==> src/rtl/dmem_port_arbiter_if.sv <==
// Request/response bundle between the core LSU, the network endpoint, the local
// DMEM macro and the DMEM port arbiter.
interface dmem_port_arbiter_if #(
  parameter int data_width_p = 32,
  parameter int addr_width_p = 10
);
  localparam int mask_width_lp = data_width_p / 8;

  logic                     core_v_i;
  logic                     core_w_i;
  logic [addr_width_p-1:0]  core_addr_i;
  logic [data_width_p-1:0]  core_data_i;
  logic [mask_width_lp-1:0] core_mask_i;
  logic                     core_reserve_i;
  logic                     core_yumi_o;
  logic                     core_rdata_v_o;
  logic [data_width_p-1:0]  core_rdata_o;

  logic                     net_v_i;
  logic                     net_w_i;
  logic [addr_width_p-1:0]  net_addr_i;
  logic [data_width_p-1:0]  net_data_i;
  logic [mask_width_lp-1:0] net_mask_i;
  logic                     net_yumi_o;
  logic                     net_rdata_v_o;
  logic [data_width_p-1:0]  net_rdata_o;

  logic                     dmem_v_o;
  logic                     dmem_w_o;
  logic [addr_width_p-1:0]  dmem_addr_o;
  logic [data_width_p-1:0]  dmem_data_o;
  logic [mask_width_lp-1:0] dmem_mask_o;
  logic [data_width_p-1:0]  dmem_data_i;

  logic                     reserved_o;
  logic [addr_width_p-1:0]  reserved_addr_o;
  logic                     reserve_break_o;

  modport slave (
    input  core_v_i, core_w_i, core_addr_i, core_data_i, core_mask_i, core_reserve_i,
    output core_yumi_o, core_rdata_v_o, core_rdata_o,
    input  net_v_i, net_w_i, net_addr_i, net_data_i, net_mask_i,
    output net_yumi_o, net_rdata_v_o, net_rdata_o,
    output dmem_v_o, dmem_w_o, dmem_addr_o, dmem_data_o, dmem_mask_o,
    input  dmem_data_i,
    output reserved_o, reserved_addr_o, reserve_break_o
  );

  modport master (
    output core_v_i, core_w_i, core_addr_i, core_data_i, core_mask_i, core_reserve_i,
    input  core_yumi_o, core_rdata_v_o, core_rdata_o,
    output net_v_i, net_w_i, net_addr_i, net_data_i, net_mask_i,
    input  net_yumi_o, net_rdata_v_o, net_rdata_o,
    input  dmem_v_o, dmem_w_o, dmem_addr_o, dmem_data_o, dmem_mask_o,
    output dmem_data_i,
    input  reserved_o, reserved_addr_o, reserve_break_o
  );
endinterface

==> src/rtl/dmem_port_arbiter.sv <==
// Single-port DMEM arbiter: core-priority grant with network anti-starvation,
// fixed one-cycle read return routing, and the tile's single LR reservation.
module dmem_port_arbiter #(
  parameter int data_width_p   = 32,
  parameter int dmem_size_p    = 1024,
  parameter int starve_limit_p = 4
) (
  input logic           clk_i,
  input logic           reset_n_i,
  dmem_port_arbiter_if.slave bus
);
  localparam int dmem_addr_width_lp = $clog2(dmem_size_p);
  localparam int mask_width_lp      = data_width_p / 8;

  typedef enum logic [1:0] {
    OWNER_NONE = 2'd0,
    OWNER_CORE = 2'd1,
    OWNER_NET  = 2'd2
  } owner_e;

  logic [3:0]                    starve_cnt_r, starve_cnt_n;
  owner_e                        rd_owner_r, rd_owner_n;
  logic                          reserved_r, reserved_n;
  logic [dmem_addr_width_lp-1:0] reserved_addr_r, reserved_addr_n;
  logic                          break_r, break_n;

  logic                          force_net, core_grant, net_grant;
  logic                          dmem_v, dmem_w;
  logic [dmem_addr_width_lp-1:0] dmem_addr;
  logic [data_width_p-1:0]       dmem_data;
  logic [mask_width_lp-1:0]      dmem_mask;

  // Grants look only at request valids and registered state, so neither yumi
  // can combinationally depend on the other.
  assign force_net  = (starve_cnt_r >= 4'(starve_limit_p));
  assign core_grant = bus.core_v_i & ~force_net;
  assign net_grant  = bus.net_v_i & (~bus.core_v_i | force_net);
  assign dmem_v     = core_grant | net_grant;

  always_comb begin
    // NOTE: every always_comb output gets a default first so no path infers a latch.
    dmem_w    = 1'b0;
    dmem_addr = '0;
    dmem_data = '0;
    dmem_mask = '0;
    if (core_grant) begin
      dmem_w    = bus.core_w_i;
      dmem_addr = bus.core_addr_i;
      dmem_data = bus.core_data_i;
      dmem_mask = bus.core_mask_i;
    end else if (net_grant) begin
      dmem_w    = bus.net_w_i;
      dmem_addr = bus.net_addr_i;
      dmem_data = bus.net_data_i;
      dmem_mask = bus.net_mask_i;
    end
  end

  always_comb begin
    starve_cnt_n    = starve_cnt_r;
    rd_owner_n      = OWNER_NONE;
    reserved_n      = reserved_r;
    reserved_addr_n = reserved_addr_r;
    break_n         = 1'b0;

    if (net_grant)
      starve_cnt_n = '0;
    else if (bus.net_v_i && starve_cnt_r != 4'hF)
      starve_cnt_n = starve_cnt_r + 4'd1;

    if (core_grant && !bus.core_w_i)
      rd_owner_n = OWNER_CORE;
    else if (net_grant && !bus.net_w_i)
      rd_owner_n = OWNER_NET;

    // Any granted store to the reserved word breaks it, whatever its byte mask.
    break_n = dmem_v && dmem_w && reserved_r && (dmem_addr == reserved_addr_r);

    if (core_grant && !bus.core_w_i && bus.core_reserve_i) begin
      reserved_n      = 1'b1;
      reserved_addr_n = bus.core_addr_i;
    end else if (break_n) begin
      reserved_n = 1'b0;
    end
  end

  always_ff @(posedge clk_i or negedge reset_n_i) begin
    if (!reset_n_i) begin
      starve_cnt_r    <= '0;
      rd_owner_r      <= OWNER_NONE;
      reserved_r      <= 1'b0;
      reserved_addr_r <= '0;
      break_r         <= 1'b0;
    end else begin
      // NOTE: state registers use non-blocking assignment so all of them sample
      // the same pre-edge values.
      starve_cnt_r    <= starve_cnt_n;
      rd_owner_r      <= rd_owner_n;
      reserved_r      <= reserved_n;
      reserved_addr_r <= reserved_addr_n;
      break_r         <= break_n;
    end
  end

  assign bus.core_yumi_o     = core_grant;
  assign bus.net_yumi_o      = net_grant;
  assign bus.dmem_v_o        = dmem_v;
  assign bus.dmem_w_o        = dmem_w;
  assign bus.dmem_addr_o     = dmem_addr;
  assign bus.dmem_data_o     = dmem_data;
  assign bus.dmem_mask_o     = dmem_mask;

  assign bus.core_rdata_v_o  = (rd_owner_r == OWNER_CORE);
  assign bus.core_rdata_o    = (rd_owner_r == OWNER_CORE) ? bus.dmem_data_i : '0;
  assign bus.net_rdata_v_o   = (rd_owner_r == OWNER_NET);
  assign bus.net_rdata_o     = (rd_owner_r == OWNER_NET) ? bus.dmem_data_i : '0;

  assign bus.reserved_o      = reserved_r;
  assign bus.reserved_addr_o = reserved_addr_r;
  assign bus.reserve_break_o = break_r;

  a_one_grant: assert property (@(posedge clk_i) disable iff (!reset_n_i)
    !(core_grant && net_grant));

endmodule

==> src/flat_wrapper.sv <==
// flat-port wrapper written by rule: the top's interface ports become plain ports
module dmem_port_arbiter_flat 
#(
  parameter int data_width_p   = 32,
  parameter int dmem_size_p    = 1024,
  parameter int starve_limit_p = 4
)
  (clk_i, reset_n_i, bus_core_v_i, bus_core_w_i, bus_core_addr_i, bus_core_data_i, bus_core_mask_i, bus_core_reserve_i, bus_core_yumi_o, bus_core_rdata_v_o, bus_core_rdata_o, bus_net_v_i, bus_net_w_i, bus_net_addr_i, bus_net_data_i, bus_net_mask_i, bus_net_yumi_o, bus_net_rdata_v_o, bus_net_rdata_o, bus_dmem_v_o, bus_dmem_w_o, bus_dmem_addr_o, bus_dmem_data_o, bus_dmem_mask_o, bus_dmem_data_i, bus_reserved_o, bus_reserved_addr_o, bus_reserve_break_o);
  dmem_port_arbiter_if #(.data_width_p(data_width_p), .addr_width_p((10))) bus_i ();
  input logic clk_i;
  input logic reset_n_i;
  input wire logic [$bits(bus_i.core_v_i)-1:0] bus_core_v_i;
  input wire logic [$bits(bus_i.core_w_i)-1:0] bus_core_w_i;
  input wire logic [$bits(bus_i.core_addr_i)-1:0] bus_core_addr_i;
  input wire logic [$bits(bus_i.core_data_i)-1:0] bus_core_data_i;
  input wire logic [$bits(bus_i.core_mask_i)-1:0] bus_core_mask_i;
  input wire logic [$bits(bus_i.core_reserve_i)-1:0] bus_core_reserve_i;
  output wire logic [$bits(bus_i.core_yumi_o)-1:0] bus_core_yumi_o;
  output wire logic [$bits(bus_i.core_rdata_v_o)-1:0] bus_core_rdata_v_o;
  output wire logic [$bits(bus_i.core_rdata_o)-1:0] bus_core_rdata_o;
  input wire logic [$bits(bus_i.net_v_i)-1:0] bus_net_v_i;
  input wire logic [$bits(bus_i.net_w_i)-1:0] bus_net_w_i;
  input wire logic [$bits(bus_i.net_addr_i)-1:0] bus_net_addr_i;
  input wire logic [$bits(bus_i.net_data_i)-1:0] bus_net_data_i;
  input wire logic [$bits(bus_i.net_mask_i)-1:0] bus_net_mask_i;
  output wire logic [$bits(bus_i.net_yumi_o)-1:0] bus_net_yumi_o;
  output wire logic [$bits(bus_i.net_rdata_v_o)-1:0] bus_net_rdata_v_o;
  output wire logic [$bits(bus_i.net_rdata_o)-1:0] bus_net_rdata_o;
  output wire logic [$bits(bus_i.dmem_v_o)-1:0] bus_dmem_v_o;
  output wire logic [$bits(bus_i.dmem_w_o)-1:0] bus_dmem_w_o;
  output wire logic [$bits(bus_i.dmem_addr_o)-1:0] bus_dmem_addr_o;
  output wire logic [$bits(bus_i.dmem_data_o)-1:0] bus_dmem_data_o;
  output wire logic [$bits(bus_i.dmem_mask_o)-1:0] bus_dmem_mask_o;
  input wire logic [$bits(bus_i.dmem_data_i)-1:0] bus_dmem_data_i;
  output wire logic [$bits(bus_i.reserved_o)-1:0] bus_reserved_o;
  output wire logic [$bits(bus_i.reserved_addr_o)-1:0] bus_reserved_addr_o;
  output wire logic [$bits(bus_i.reserve_break_o)-1:0] bus_reserve_break_o;
  assign bus_i.core_v_i = bus_core_v_i;
  assign bus_i.core_w_i = bus_core_w_i;
  assign bus_i.core_addr_i = bus_core_addr_i;
  assign bus_i.core_data_i = bus_core_data_i;
  assign bus_i.core_mask_i = bus_core_mask_i;
  assign bus_i.core_reserve_i = bus_core_reserve_i;
  assign bus_core_yumi_o = bus_i.core_yumi_o;
  assign bus_core_rdata_v_o = bus_i.core_rdata_v_o;
  assign bus_core_rdata_o = bus_i.core_rdata_o;
  assign bus_i.net_v_i = bus_net_v_i;
  assign bus_i.net_w_i = bus_net_w_i;
  assign bus_i.net_addr_i = bus_net_addr_i;
  assign bus_i.net_data_i = bus_net_data_i;
  assign bus_i.net_mask_i = bus_net_mask_i;
  assign bus_net_yumi_o = bus_i.net_yumi_o;
  assign bus_net_rdata_v_o = bus_i.net_rdata_v_o;
  assign bus_net_rdata_o = bus_i.net_rdata_o;
  assign bus_dmem_v_o = bus_i.dmem_v_o;
  assign bus_dmem_w_o = bus_i.dmem_w_o;
  assign bus_dmem_addr_o = bus_i.dmem_addr_o;
  assign bus_dmem_data_o = bus_i.dmem_data_o;
  assign bus_dmem_mask_o = bus_i.dmem_mask_o;
  assign bus_i.dmem_data_i = bus_dmem_data_i;
  assign bus_reserved_o = bus_i.reserved_o;
  assign bus_reserved_addr_o = bus_i.reserved_addr_o;
  assign bus_reserve_break_o = bus_i.reserve_break_o;
  dmem_port_arbiter #(.data_width_p(data_width_p), .dmem_size_p(dmem_size_p), .starve_limit_p(starve_limit_p)) u_core (.clk_i(clk_i), .reset_n_i(reset_n_i), .bus(bus_i));
endmodule
==> config.mk <==
export PLATFORM = sky130hd
export DESIGN_NAME = dmem_port_arbiter_flat
export DESIGN_NICKNAME = d
export VERILOG_FILES = /design/src/rtl/dmem_port_arbiter_if.sv /design/src/rtl/dmem_port_arbiter.sv /design/src/flat_wrapper.sv
export SDC_FILE = /design/constraint.sdc
export NUM_CORES = 1
export LEC_CHECK = 0
export ABC_AREA = 1
export ABC_CLOCK_PERIOD_IN_PS = 2300
export CAP_MARGIN = 30
export CORE_AREA = 2 2 101 103
export DETAILED_ROUTE_END_ITERATION = 8
export DIE_AREA = 0 0 103 105
export PLACE_DENSITY = 0.79
export SLEW_MARGIN = 20
export SYNTH_ARGS = -nofsm -noshare
export SYNTH_HDL_FRONTEND = slang
export SYNTH_SLANG_ARGS = --single-unit
==> constraint.sdc <==
create_clock -name clk_i -period 2.3 [get_ports clk_i]
set_input_delay 0.23 -clock clk_i [delete_from_list [all_inputs] [get_ports clk_i]]
set_output_delay 0.23 -clock clk_i [all_outputs]
set_load 0.1 [all_outputs]
==> summary.md, run 1 <==
| Metric | Value |
|---|---|
| Slew headroom | 0.569 |
| Setup repair bufs after CTS | 0 |
| Synth Area in Compound Gates | 0.211 |
| CP delay by family, top | buffers and inverters |
| Commonest non-fill, non-tap cell in the layout | clkdlybuf4s50_1 |
| Fmax | 483 MHz |
| Worst IR Drop VDD | 367 uV |
| DRC | 0 |
| Syn Nets | 457 |
| Vias | 3233 |
| Outcome | complete, no violations |
| Main combinational cell family by area after synthesis | simple AND/OR/NAND/NOR gates |
| CP endpoint kind | output port |
| Area of the multi-input gates | 1470 um^2 |
| CTS Buffer Depth | 2 |
| Final Hold Viols | 0 |
| Finished Cell Area | 6030 um^2 |
| Register area share after synthesis | 0.227 |
| Synthesized area | 1980 um^2 |
| Crit Path Class | in2out |
| Hold Buf Count CTS | 0 |
| Hold Path Class | in2async |
| Commonest non-fill, non-tap cells in the layout | clkdlybuf4s50_1, buf_12, inv_1, nand2_1, nor2_1 |
| GPL Wtd Cong | 0.870 |
| Final Core Density | 0.626 |
| Initial antenna violation count | 2 |
| Yosys reg bits | 18 |
| CTS H-tree depth | 1 |
| Buffers and inverters on the worst path | 3 |
| Worst Max-Slew Pin Slew | 645 ps |
| Worst hold slack | 291 ps |
| Core ar. | 9640 um^2 |
| GRT Util Overall | 0.227 |
| Largest net degree at the start of global routing | 46 |
| Routed Antenna Nets | 0 |
| CTS tree | yes |
| Minimum clock period | 2070 ps |
| # resized after CTS | 0 |
| WL final | 12700 um |
| Share of post-route cells with drive strength above 1 | 0.341 |
| Initial core utilization | 0.206 |
| Synth-to-Final Area Change | 204% |
| Sequential Area | 450 um^2 |
| Worst-Skew Late Latency | 260 ps |
| Number of global-route vias before repair | 3364 |
| Slew Limit Fails | 0 |
| Critical path peak fanout | 45 |
| IO Port Bufs | 258 |
| Post-synthesis cell count | 325 |
| Fillers | 805 |
| Pleak | 2.76 nW |
| Post-Synth Adder-Cell Area | 0.00631 |
| Wire per inst | 17.8 um |
| TritonCTS Buffers | 3 |
| Placement Cell Area | 5970 um^2 |
| Root Driver | clkbuf_8 |
| Max cap viols | 0 |
| Ys Warns | 0 |
| Critical Path Max Stage Delay | 560 ps |
| Clock transition at path regs | 80 ps |
| Multiplexer share of the synthesized area | 0.0227 |
| Die X | 103 um |
| Cell Chain, Critical Path | clkdlybuf4s50_1, nand2_1, nor2_4, buf_12, nand2_1, nand2_1, buf_12 |
| CP required | 2070 ps |
| Worst Clk Skew | 8.71 ps |
| Crit-path most repeated cell | nand2_1 |
| TNS Setup | 0 ps |
| Via density | 4.53 |
| Post-DP HPWL | 10900 um |
| Total gr overflow | 0 |
| Row count | 36 |
| PwrDens | 589 nW/um^2 |
| Post-Synth XOR/XNOR Area | 0 |
| I/O pin count | 259 |
| # nets final | 711 |
| Setup Viol. Count Final | 0 |
| Synth Area in Simple Gates | 0.373 |
| Synth unique cells | 27 |
| Critical path startpoint category | primary input |
| Syn avg cell area | 6.11 um^2 |
| First-pass GRT wire length | 18700 um |
| RSZ-0062 raised after global routing | no |
| Detailed-router iteration count before antenna repair | 6 |
| Die Height | 105 um |
| Clock Sink Count | 18 |
| Design Power | 0.00355 W |
| Die Area | 10800 um^2 |
| Worst Path Arrival | 1840 ps |
| Final worst path period share | 0.900 |
| DR iter-0 viols | 156 |
| CP max-delay cell | clkdlybuf4s50_1 |
[synth_stat cells]
cell type / number / area share
nand2_4: 1 / 0.0057
clkinv_1: 1 / 0.0019
nand3_1: 25 / 0.063
buf_1: 1 / 0.0019
o21ai_1: 6 / 0.015
ha_1: 1 / 0.0063
nand2_2: 1 / 0.0032
dfrtp_1: 18 / 0.23
nand2_1: 56 / 0.11
nor2_2: 1 / 0.0032
clkbuf_1: 8 / 0.015
o211ai_1: 2 / 0.0076
buf_6: 3 / 0.017
nor2_4: 3 / 0.017
nor3_1: 1 / 0.0025
a21oi_1: 4 / 0.010
inv_1: 57 / 0.11
a22o_1: 36 / 0.16
mux2_4: 3 / 0.023
nand4_1: 2 / 0.0063
nor2_1: 77 / 0.15
o21ai_2: 2 / 0.0088
nand3_2: 1 / 0.0050
o21ai_0: 4 / 0.010
nand3b_1: 4 / 0.015
inv_2: 1 / 0.0019
buf_2: 6 / 0.015
[registers in the layout, summed over array words and instances, names as in the netlist]
signal                      count
u_core.bus.reserved_o           1
u_core.starve_cnt_r             4
u_core.bus.reserved_addr_o     10
u_core.bus.reserve_break_o      1
u_core.rd_owner_r               2
[report_power, final]
part / switching [W] / internal (W) / leakage [nW]
clock network: 0.000120 / 0.000152 / 0.0288
logic: 0.00189 / 0.000967 / 2.51
registers: 0.0000502 / 0.000366 / 0.221
[layer usage]
layer,part of all wire,GRT usage
met1,0.31,0.220
met2,0.56,0.446
met3,0.11,0.0629
met4,0.022,0.0733
met5,0,0
[kinds of logic (layout without fill, tap and decap cells)]
family | count (synthesis) | after routing
and+or+nand+nor | 172 | 172
DFF | 18 | 18
buffers and inverters | 77 | 330
adders and majority gates | 1 | 1
AOI/OAI and AO/OA | 54 | 54
other | 0 | 2
muxes | 3 | 3
[stage by stage]
step | worst slack (ps) | cells
2_1_floorplan | 30.6 | 325
3_3_place_gp | 202 | 707
6_report | 229 | 713
3_5_place_dp | 172 | 707
5_1_grt | 130 | 713
4_1_cts | 231 | 711
[layout make-up]
type,count,share of cell area
repair buffers,267,0.608
multi-input cells,230,0.243
flip-flops and latches,18,0.0747
inverters,59,0.0367
well taps,133,0.0276
clock buffers,4,0.00913
diodes,2,0.000830
[worst reg2reg max path, stage by stage (launching register included)]
cell     delay (ps)
dfrtp_1         460
nor2_4           80
nand2_2         320
nand3_1         160
nand2_1         170
nand2_1          80
nand2_1         100
nand2_1          60
nor2_1           90
nand3_1          80
nand2_1          60
nand2_1          40
[path summary, 6_finish.rpt]
kind / startpoint / end / slack, ps / depth (start not counted)
max reg2reg: u_core.starve_cnt_r[2] / u_core.bus.reserved_o / 460 / 11
min: reset_n_i / u_core.bus.reserved_addr_o[5] / 290 / 2
max: bus_core_v_i / bus_dmem_addr_o[1] / 230 / 7
min in group clk_i: u_core.starve_cnt_r[1] / u_core.starve_cnt_r[1] / 500 / 2
min reg2reg: u_core.starve_cnt_r[1] / u_core.starve_cnt_r[1] / 500 / 2
max in group asynchronous: reset_n_i / u_core.rd_owner_r[0] / 1790 / 2
Note: power is estimated with default switching activity, not from simulation.
==> run 2: changes to the inputs <==
--- a/config.mk
+++ b/config.mk
@@ -7,7 +7,7 @@
 export LEC_CHECK = 0
 export ABC_AREA = 1
 export ABC_CLOCK_PERIOD_IN_PS = 2300
-export CAP_MARGIN = 30
+export CAP_MARGIN = 25
 export CORE_AREA = 2 2 101 103
 export DETAILED_ROUTE_END_ITERATION = 8
 export DIE_AREA = 0 0 103 105
==> results of run 2 <==
The final DEF is identical to that of run 1; final timing and power are the same.
